--- src/rtl/pbit_update.sv ---
// -----------------------------------------------------------------------------
// pbit_update -- probabilistic bit (p-bit) state update.
//
// Two-stage pipeline:
//   stage 1 : registers the Q3.2 MAC sum (r_raw) and its valid flag (r_v1).
//             The 9-bit signed activation is a pure function of r_raw, so it
//             changes only when r_raw does and is held in the same stage.
//   stage 2 : when r_v1 is set, compares the activation against an 8-bit
//             signed sample from a 16-bit Fibonacci LFSR, registers the
//             result as p_out, pulses p_valid and advances the LFSR.
//
// Activation transfer (default SLOPE_SHIFT = 3):
//   r_raw >=  16  ->  +128   (always fires, since rnd <= 127)
//   r_raw <= -16  ->  -128   (never fires, since rnd >= -128)
//   otherwise     ->  r_raw << SLOPE_SHIFT, sign-extended to 9 bits
// SLOPE_SHIFT must keep 15 << SLOPE_SHIFT inside the 9-bit signed range.
//
// The LFSR is reloaded by seed_load (priority over advancing); a zero seed
// is replaced by SEED so the register can never lock up at all zeros. SEED
// itself must be non-zero.
//
// Optional feature, enabled by defining PBIT_UPDATE_CLAMP_EN:
//   adds inputs clamp / clamp_val. With clamp = 1 at a stage-2 fire, p_out
//   takes clamp_val instead of the comparison result; p_valid and the LFSR
//   behave exactly as in an unclamped fire, so the random stream does not
//   depend on clamping.
// -----------------------------------------------------------------------------
module pbit_update #(
  parameter logic [15:0] SEED        = 16'hACE1,
  parameter int          SLOPE_SHIFT = 3
) (
  input  logic        clk,
  input  logic        rst_n,
  input  logic [5:0]  mac_in,
  input  logic        in_valid,
  input  logic        seed_load,
  input  logic [15:0] seed,
`ifdef PBIT_UPDATE_CLAMP_EN
  input  logic        clamp,
  input  logic        clamp_val,
`endif
  output logic        p_out,
  output logic        p_valid
);

  // ---------------------------------------------------------------------------
  // Stage-1 registers
  // ---------------------------------------------------------------------------
  logic signed [5:0]  r_raw;     // r6: registered MAC sum, Q3.2
  logic               r_v1;      // v1: registered in_valid

  // ---------------------------------------------------------------------------
  // LFSR and stage-2 registers
  // ---------------------------------------------------------------------------
  logic [15:0]        r_lfsr;
  logic               r_p_out;
  logic               r_p_valid;

  // ---------------------------------------------------------------------------
  // Combinational nets
  // ---------------------------------------------------------------------------
  logic signed [8:0]  w_act;        // activation a
  logic signed [8:0]  w_rnd;        // random sample rnd
  logic               w_feedback;   // LFSR feedback bit
  logic [15:0]        w_lfsr_adv;   // LFSR after one shift
  logic [15:0]        w_seed_eff;   // seed with the all-zero case replaced
  logic [15:0]        w_lfsr_next;  // next LFSR state
  logic               w_cmp;        // a > rnd
  logic               w_p_next;     // value p_out takes on a fire

  // Stage 1: free-running capture of the MAC sum and its valid flag.
  // NOTE: clocked state is written with non-blocking (<=) assignments so every
  // register samples pre-edge values, independent of statement order.
  always_ff @(posedge clk or negedge rst_n) begin
    if (!rst_n) begin
      r_raw <= '0;
      r_v1  <= 1'b0;
    end else begin
      r_raw <= mac_in;
      r_v1  <= in_valid;
    end
  end

  // Piecewise-linear activation: saturate outside +/-4.0, linear inside.
  // NOTE: every output of a combinational block gets a default before any
  // branch, so no path can leave it unassigned and infer a latch.
  always_comb begin
    w_act = {{3{r_raw[5]}}, r_raw} <<< SLOPE_SHIFT;
    if (r_raw >= 6'sd16) begin
      w_act = 9'sd128;
    end else if (r_raw <= -6'sd16) begin
      w_act = -9'sd128;
    end
  end

  // Random sample: low byte of the LFSR as a signed value, sign-extended.
  always_comb begin
    w_rnd = {r_lfsr[7], r_lfsr[7:0]};
  end

  // LFSR next state: seed load has priority over advancing; hold otherwise.
  always_comb begin
    w_feedback  = r_lfsr[15] ^ r_lfsr[13] ^ r_lfsr[12] ^ r_lfsr[10];
    w_lfsr_adv  = {r_lfsr[14:0], w_feedback};
    w_seed_eff  = (seed == 16'h0000) ? SEED : seed;
    w_lfsr_next = r_lfsr;
    if (seed_load) begin
      w_lfsr_next = w_seed_eff;
    end else if (r_v1) begin
      w_lfsr_next = w_lfsr_adv;
    end
  end

  // Stage-2 decision: signed compare, optionally overridden by the clamp.
  always_comb begin
    w_cmp = (w_act > w_rnd);
`ifdef PBIT_UPDATE_CLAMP_EN
    w_p_next = clamp ? clamp_val : w_cmp;
`else
    w_p_next = w_cmp;
`endif
  end

  // LFSR register; reset value is SEED so the state is never all zeros.
  always_ff @(posedge clk or negedge rst_n) begin
    if (!rst_n) begin
      r_lfsr <= SEED;
    end else begin
      r_lfsr <= w_lfsr_next;
    end
  end

  // Stage 2: update p_out and pulse p_valid on a fire; hold p_out otherwise.
  always_ff @(posedge clk or negedge rst_n) begin
    if (!rst_n) begin
      r_p_out   <= 1'b0;
      r_p_valid <= 1'b0;
    end else begin
      r_p_valid <= r_v1;
      if (r_v1) begin
        r_p_out <= w_p_next;
      end
    end
  end

  assign p_out   = r_p_out;
  assign p_valid = r_p_valid;

endmodule

--- config.mk ---
export PLATFORM = sky130hd
export DESIGN_NAME = pbit_update
export DESIGN_NICKNAME = d
export VERILOG_FILES = /design/src/rtl/pbit_update.sv
export SDC_FILE = /design/constraint.sdc
export NUM_CORES = 1
export LEC_CHECK = 0
export ABC_AREA = 1
export ABC_CLOCK_PERIOD_IN_PS = 2600
export BUFFER_PORTS_ARGS = -buffer_cell sky130_fd_sc_hd__buf_2
export CAP_MARGIN = 0
export CORE_ASPECT_RATIO = 0.7
export CORE_UTILIZATION = 30
export CTS_CLUSTER_SIZE = 25
export DETAILED_ROUTE_END_ITERATION = 16
export HOLD_SLACK_MARGIN = 0.06
export SYNTH_ARGS = -nofsm -noshare
export SYNTH_HDL_FRONTEND = slang
export SYNTH_SLANG_ARGS = --single-unit
--- constraint.sdc ---
create_clock -name clk -period 2.6 [get_ports clk]
set_input_delay 0.52 -clock clk [delete_from_list [all_inputs] [get_ports clk]]
set_output_delay 0.52 -clock clk [all_outputs]
set_load 0.005 [all_outputs]
==> key figures <==
Run status
  • Status: complete, no violations

Routing
  • Antenna-violating nets left: 0
  • M1 WL: 1720 µm
  • Routed WL: 3070 µm
  • Vias/cell: 4.39
  • Drt pass-1 iters: 4
  • DR iter-0 viols: 85
  • WL met3: 143 µm
  • Drt drc: 0
  • Uppermost layer routed: met3
  • Drt wl/cell: 11.2 µm
  • Vias: 1204
  • Routed met2 length: 1210 µm

Placement
  • Dpl cells: 270
  • Routability cong.: 0.749
  • DP Worst Slack: 0.863 ns
  • Port buffer count: 27
  • Detailed placer's ending HPWL: 2370 µm

Pwr
  • Pint: 0.613 mW
  • Switch share: 29.9%
  • Worst vdd ir: 0.220 mV
  • P_leak: 0.894 nW
  • Switching component of the power: 0.262 mW
  • Logic pwr share: 20.2%
  • P per Cell Area: 537 nW/µm²
  • Flop pwr share: 52.5%
  • Clock Power Share: 27.3%

Clock network
  • H-tree Lvls: 1
  • Max clock buf depth: 2
  • CTS clk-pin slew, worst paths: 0.10 ns
  • Hold_buf cts: 0
  • TritonCTS clock tree: yes
  • Root Buffer: clkbuf_8
  • Post-CTS Setup Bufs: 0
  • Clock Latency Late Sink: 0.27 ns
  • # resized after CTS: 0
  • Total CTS buffers: 3
  • Clock sink count: 25

Worst setup path
  • Crit Path Max Fanout: 4
  • Critical path's top delay family: simple AND/OR/NAND/NOR gates
  • Slowest CP cell: dfrtp_1
  • Buf/Inv on CP: 1
  • CP endpoint kind: register
  • WP data arrival: 1.91 ns
  • Data required, critical path: 2.77 ns
  • Slowest stage delay, CP: 0.37 ns
  • Cell mode on critical path: nand2_1
  • R2r setup slk: 0.85 ns
  • Startpoint types: register
  • Ordered list of cells on the worst path: inv_1 -> nand4_1 -> a21oi_1 -> nor3_1 -> ha_1 -> nand2_1 -> nand2_1 -> nand2_1 -> nand4_1 -> nand3_1 -> nand2_1
  • WS Path Type: reg -> reg

Final layout
  • Net count reported at finish: 252
  • Layout cells sized above 1: 21.0%
  • Commonest non-fill, non-tap cell in the layout: nand2_1
  • Finished Layout Cells: 274
  • Area Growth Syn to Fin: 17.7%
  • Final Util: 37.2%
  • ANT cells: 0
  • Most frequent cells in the layout: nand2_1 (74), inv_1 (28), buf_2 (27)

Timing
  • Fin Hold WS: 0.227 ns
  • RSZ-0062 raised after global routing: no
  • Setup tns final: 0 ns
  • Min cycle time layout: 1.75 ns
  • Max-slew violations: 0
  • Clk_skew: 0.0103 ns
  • Finish-stage setup viols: 0
  • Upper clock frequency limit: 0.572 GHz
  • Final Cycle Share: 67.3%
  • Relative slew slack: 62.4%
  • Worst-Margin Slew: 0.564 ns
  • Final WS setup: 0.851 ns
  • Hold Violations, Final: 0

Synthesis
  • Mapped Area: 1390 µm²
  • Post-synth EDFFs: 0
  • Flops & latches, synth: 25
  • Main synth FF type: dfrtp_1
  • Syn avg cell area: 7.33 µm²
  • Synth unique cells: 21
  • Post-Syn Nets: 221
  • Warnings from Yosys: 0
  • Sequential cell area fraction in the yosys report: 45.9%
  • Post-Syn Instances: 189
  • Share of flip-flops with an asynchronous set or reset: 100%

Floorplan
  • Placement row count: 20
  • Starting Density: 31.6%
  • Die area: 4900 µm²
  • Ports: 28
  • Die Span X: 83.2 µm
  • CORE AREA: 4380 µm²
  • Chip height: 58.9 µm

Global routing
  • Tot GR Track Use: 13.0%
  • Initial antenna violation count: 0
  • Vias in the first global route: 1049
  • First-pass GRT wire length: 4970 µm
  • Pin count of the biggest net entering global routing: 26
  • Global route overflow: 0

Job
  • Max Cap Viol: 0

Min path
  • Hold Crit Class: in -> async
[registers in the layout, summed over array words and instances (netlist names)]
name and cells:
p_valid 1, r_raw 6, r_lfsr 16, r_v1 1
p_out 1
[power groups by stage]
stage / clock network [mW] / logic (mW) / registers (mW)
final: 0.239 / 0.177 / 0.460
after global routing: 0.259 / 0.206 / 0.465
after CTS: 0.244 / 0.179 / 0.460
after detailed placement: 0 / 0.178 / 0.466
after global placement: 0 / 0.176 / 0.467
after floorplan: 0 / 0.117 / 0.461
[metal layers]
layer / vias to the layer above / global-route usage (%)
met5: - / 0
met1: 536 / 20.6
met4: 0 / 0
met3: 0 / 3.37
met2: 24 / 18.7
li1: 644 / -
[logic make-up after synthesis]
logic type,Yosys count,share of synthesized area [%]
AND/OR/NAND/NOR,114,33.6
buffers and inverters,33,9.21
adder cells (fa/ha/maj),6,5.42
AO/OA/AOI/OAI,11,5.87
flip-flops,25,45.9
[cells in the mapped netlist (2+ instances only)]
| master | number | area share (%) |
|---|---|---|
| nand2_1 | 74 | 20 |
| inv_1 | 28 | 7.6 |
| nor2_1 | 22 | 6.0 |
| dfrtp_1 | 17 | 31 |
| nand3_1 | 10 | 3.6 |
| dfstp_2 | 8 | 15 |
| ha_1 | 6 | 5.4 |
| nor3_1 | 4 | 1.4 |
| inv_2 | 3 | 0.81 |
| o22ai_1 | 3 | 1.4 |
| a21oi_1 | 2 | 0.72 |
| nand4_1 | 2 | 0.90 |
| o221ai_1 | 2 | 1.3 |
[stage by stage]
| step | instance area [µm²] | power, mW |
|---|---|---|
| after floorplan | 1390 | 0.578 |
| after global placement | 1580 | 0.643 |
| after detailed placement | 1580 | 0.645 |
| after CTS | 1630 | 0.883 |
| after global routing | 1630 | 0.930 |
| final | 1630 | 0.875 |
[cell type report]
cell class | instances | area [µm²]
Clock buffer | 3 | 41.3
Clock inverter | 1 | 5.00
Fill cell | 450 | 2750
Inverter | 32 | 123
Multi-Input combinational cell | 131 | 622
Sequential cell | 25 | 636
Tap cell | 55 | 68.8
Timing Repair Buffer | 27 | 135
[worst register-to-register path: cells and delay by family, from the launching register on]
family	cells	cell delay [ns]
adders and majority gates	1	0.31
buffers and inverters	1	0.07
AOI/OAI and AO/OA	1	0.26
DFF	1	0.37
and+or+nand+nor	8	0.64
[worst paths after layout]
check / endpoint / cells past startpoint / from
max: p_out / 11 / r_raw[2]
min in group clk: r_raw[1] / 1 / mac_in[1]
min: r_lfsr[12] / 1 / rst_n
max in group asynchronous: r_raw[5] / 1 / rst_n
min reg2reg: p_valid / 0 / r_v1
max reg2reg: p_out / 11 / r_raw[2]
(Power assumes the default switching activity.)
